### src/rtl/mc_control.sv
// mc_control: multicycle MIPS-lite main-control FSM sequencing fetch/decode/execute/memory/writeback
module mc_control (
  input  logic       clk,
  input  logic       reset,
  input  logic [5:0] op,
  input  logic       memready,
  output logic       pcwrite,
  output logic       pcwritecond,
  output logic       iord,
  output logic       memread,
  output logic       memwrite,
  output logic       memtoreg,
  output logic       irwrite,
  output logic       regdst,
  output logic       regwrite,
  output logic       alusrca,
  output logic [1:0] alusrcb,
  output logic       aluop1,
  output logic       aluop0,
  output logic [1:0] pcsource,
  output logic       illegal_op,
  output logic [3:0] state
);
  typedef enum logic [3:0] {
    IDLE   = 4'd0,
    FETCH  = 4'd1,
    DECODE = 4'd2,
    MEMADR = 4'd3,
    MEMRD  = 4'd4,
    MEMWB  = 4'd5,
    MEMWR  = 4'd6,
    EXEC   = 4'd7,
    RWB    = 4'd8,
    BEQ    = 4'd9,
    JUMP   = 4'd10
  } state_t;
  localparam logic [5:0] OP_R   = 6'b000000;
  localparam logic [5:0] OP_LW  = 6'b100011;
  localparam logic [5:0] OP_SW  = 6'b101011;
  localparam logic [5:0] OP_BEQ = 6'b000100;
  localparam logic [5:0] OP_J   = 6'b000010;
  state_t cur, nxt;
  logic [1:0] aluop;
  assign {aluop1, aluop0} = aluop;
  assign state = cur;
  // state register; async reset drops straight to IDLE so every output clears at once
  always_ff @(posedge clk or posedge reset)
    if (reset) cur <= IDLE;
    else cur <= nxt;
  // next-state and Moore outputs; FETCH pcwrite/irwrite and DECODE illegal_op are input-qualified
  always_comb begin
    nxt = IDLE;
    pcwrite = 1'b0;
    pcwritecond = 1'b0;
    iord = 1'b0;
    memread = 1'b0;
    memwrite = 1'b0;
    memtoreg = 1'b0;
    irwrite = 1'b0;
    regdst = 1'b0;
    regwrite = 1'b0;
    alusrca = 1'b0;
    alusrcb = 2'b00;
    aluop = 2'b00;
    pcsource = 2'b00;
    illegal_op = 1'b0;
    case (cur)
      IDLE: nxt = FETCH;
      FETCH: begin
        memread = 1'b1;
        alusrcb = 2'b01;
        pcwrite = memready;
        irwrite = memready;
        nxt = memready ? DECODE : FETCH;
      end
      DECODE: begin
        alusrcb = 2'b11;
        nxt = (op == OP_LW || op == OP_SW) ? MEMADR :
              (op == OP_R) ? EXEC :
              (op == OP_BEQ) ? BEQ :
              (op == OP_J) ? JUMP : FETCH;
        illegal_op = !(op == OP_LW || op == OP_SW || op == OP_R || op == OP_BEQ || op == OP_J);
      end
      MEMADR: begin
        alusrca = 1'b1;
        alusrcb = 2'b10;
        nxt = (op == OP_LW) ? MEMRD : MEMWR;
      end
      MEMRD: begin
        memread = 1'b1;
        iord = 1'b1;
        nxt = memready ? MEMWB : MEMRD;
      end
      MEMWB: begin
        regwrite = 1'b1;
        memtoreg = 1'b1;
        nxt = FETCH;
      end
      MEMWR: begin
        memwrite = 1'b1;
        iord = 1'b1;
        nxt = memready ? FETCH : MEMWR;
      end
      EXEC: begin
        alusrca = 1'b1;
        aluop = 2'b10;
        nxt = RWB;
      end
      RWB: begin
        regwrite = 1'b1;
        regdst = 1'b1;
        nxt = FETCH;
      end
      BEQ: begin
        alusrca = 1'b1;
        aluop = 2'b01;
        pcwritecond = 1'b1;
        pcsource = 2'b01;
        nxt = FETCH;
      end
      JUMP: begin
        pcwrite = 1'b1;
        pcsource = 2'b10;
        nxt = FETCH;
      end
      default: nxt = IDLE;
    endcase
  end
endmodule
### config.mk
export PLATFORM = sky130hd
export DESIGN_NAME = mc_control
export DESIGN_NICKNAME = d
export VERILOG_FILES = /design/src/rtl/mc_control.sv
export SDC_FILE = /design/constraint.sdc
export NUM_CORES = 1
export LEC_CHECK = 0
export CELL_PAD_IN_SITES_DETAIL_PLACEMENT = 1
export CELL_PAD_IN_SITES_GLOBAL_PLACEMENT = 2
export CORE_MARGIN = 5
export CORE_UTILIZATION = 20
export DETAILED_ROUTE_END_ITERATION = 8
export PLACE_DENSITY = 0.8
export SLEW_MARGIN = 15
export SYNTH_ARGS = -nofsm -noshare
export SYNTH_HDL_FRONTEND = slang
export SYNTH_SLANG_ARGS = --single-unit
### constraint.sdc
create_clock -name clk -period 2.5 [get_ports clk]
set_input_delay 0.5 -clock clk [delete_from_list [all_inputs] [get_ports clk]]
set_output_delay 0.5 -clock clk [all_outputs]
set_load 0.01 [all_outputs]
==> flow_metrics.tcl <==
set metrics [dict create \
    hold_class "primary input to async pin" \
    pre_cts_ws_ps 15.5 \
    cts_buffer_depth 2 \
    final_hold_viol_count 0 \
    place_hpwl_um 1460 \
    insertion_delay_ps 230 \
    startpoint_type "primary input" \
    clk_pin_slew_ps 40 \
    ir_drop_mv 0.444 \
    fin_skew_ps 0.0295 \
    setup_violations 0 \
    antenna_left 0 \
    tightest_slew_ps 311 \
    postSynthAreaPerCell_um2 8.02 \
    wirelength_um 1790 \
    core_area_mm2 0.00245 \
    max_stage_delay_ps 540 \
    drt-initial-drc-count 0 \
    pin_count 30 \
    multiInputGateArea_um2 378 \
    gr-usage-all-layers_pct 10.4 \
    ys_types 38 \
    fin_crit_ps 2430 \
    antenna_cells 0 \
    cp.arrival_ps 1930 \
    relSlewSlack_pct 79.3 \
    drc 0 \
    syn_nets 73 \
    final_cell_mix "25 x clkdlybuf4s50_1, 11 x buf_4, 8 x nor2_1" \
    cp_slowest_cell "clkdlybuf4s50_1" \
    ys.warnings.count 0 \
    synthFlopType "dfrtp_1" \
    async_flop_share_pct 100 \
    nFillCells 286 \
    seq_area_frac_synth_pct 19.5 \
    cts-htree-levels 1 \
    synth_area_um2 513 \
    fp.dieW_um 60.6 \
    cts_tree "built" \
    cp_max_fo 2 \
    leakage_nw 0.389 \
    largest_register_ffs 4 \
    root_buffer "clkbuf_4" \
    grt_overflow 0 \
    timing.final.ws_setup_ps 72.6 \
    ctsHoldBuffers 0 \
    slew_viol_final 0 \
    cp_data_required_time_ps 2000 \
    fmax_ghz 0.412 \
    synth_edf_count 0 \
    viasPerCell 4.68 \
    crit_path_end_kind "primary output" \
    final_nets 112 \
    status "completed" \
    gp_congestion 0.788 \
    grt_pass1_wl_um 2850 \
    finalCritPeriodShare_pct 97.1 \
    synth_cells 64 \
    rsz0062_at_grt "no" \
    grt_max_degree 14 \
    vias 613 \
    avgRoutedWirePerCell_um 13.7 \
    rows 18 \
    cts_sinks 4 \
    initial_utilization_pct 20.9 \
    area_delta_synth_final_pct 80.7 \
    antenna_found_initial 0 \
    cpMostUsedCell "clkdlybuf4s50_1" \
    power-per-cell-area_mw_per_mm2 890 \
    die_area_mm2 0.00368 \
    fin_setup_tns_ps 0 \
    die-height_um 60.6 \
    max-cap-violations 0 \
    ys_ff_latch 4 \
    seqCellArea_um2 103 \
    layout-drive-gt1-share_pct 23.8 \
    grt_pass1_vias 643 \
    numPortBuffers 29 \
    path_cells "clkdlybuf4s50_1 > nand3_2 > a2bb2oi_1 > o21a_1 > clkdlybuf4s50_1" \
    mostFrequentLayoutCell "clkdlybuf4s50_1" \
    drtPass1Iterations 1 \
    cts_buffers 3 \
    path_class "primary input to primary output" \
]
## per-stage QoR
step	total power, mW	util, %	cells	cell area (um2)	hold WS [ps]
after floorplan	0.449	-	64	513	266
after global placement	0.741	36.0	128	885	695
after detailed placement	0.753	36.0	128	885	703
after CTS	0.835	37.0	131	907	460
after global routing	0.896	37.8	131	927	474
final	0.825	37.8	131	927	459
## layout make-up
class                      count  area share (%)
clock buffer                   3            2.43
inverter                       1           0.405
multi-input combinational     53            40.8
timing repair buffer          40            41.3
sequential                     4            11.1
tap                           30            4.05
## synth_stat cells, types with 2 or more instances
| cell | n | share of area [%] |
|---|---|---|
| nor3_1 | 4 | 3.9 |
| nand2b_1 | 6 | 7.3 |
| nand3_1 | 2 | 2.0 |
| nor2_1 | 8 | 5.9 |
| nor3b_1 | 2 | 2.9 |
| buf_2 | 4 | 3.9 |
| a21oi_1 | 2 | 2.0 |
| dfrtp_1 | 4 | 20 |
| nand2_1 | 2 | 1.5 |
| and2_1 | 2 | 2.4 |
## metal layers
layer	vias up	routed length, um	track usage [%]
met3	0	132	4.26
met2	22	904	19.1
met5	-	0	0
li1	303	-	-
met4	0	0	1.86
met1	288	756	11.4
## critical path, delay by kind of cell
| kind | cells | cell delay, ps |
|---|---|---|
| buffers and inverters | 2 | 1010 |
| AO/OA/AOI/OAI | 2 | 310 |
| AND/OR/NAND/NOR | 1 | 100 |
## path summary, 6_finish.rpt
| path | from | endpoint | slack [ps] | depth (start not counted) |
|---|---|---|---|---|
| max | op[5] | illegal_op | 70 | 5 |
| min | reset | state[2] | 460 | 2 |
| max reg2reg | state[2] | state[0] | 1030 | 4 |
| min reg2reg | state[1] | state[2] | 700 | 2 |
| max in group asynchronous | reset | state[1] | 1870 | 2 |
| min in group clk | state[1] | state[2] | 700 | 2 |
## where the power goes
| part | total (mW) | switching, mW | internal [mW] |
|---|---|---|---|
| registers | 0.160 | 0.0689 | 0.0915 |
| logic | 0.587 | 0.249 | 0.338 |
| clock network | 0.0778 | 0.0242 | 0.0536 |
## cells by family after synthesis
group | after synthesis | synth area share [%]
AND/OR/NAND/NOR | 37 | 48.1
AO/OA/AOI/OAI | 12 | 16.6
buffers and inverters | 7 | 8.29
flip-flops | 4 | 19.5
XOR/XNOR | 2 | 3.42
multiplexers | 2 | 4.15
## what timing repair did
| item | 4_1_cts | 5_1_grt |
|---|---|---|
| setup endpoints to repair | 0 | 3 |
| resized for setup | 0 | 8 |
| setup buffers | 0 | 0 |
No activity file was read; power rests on OpenSTA's default activity.
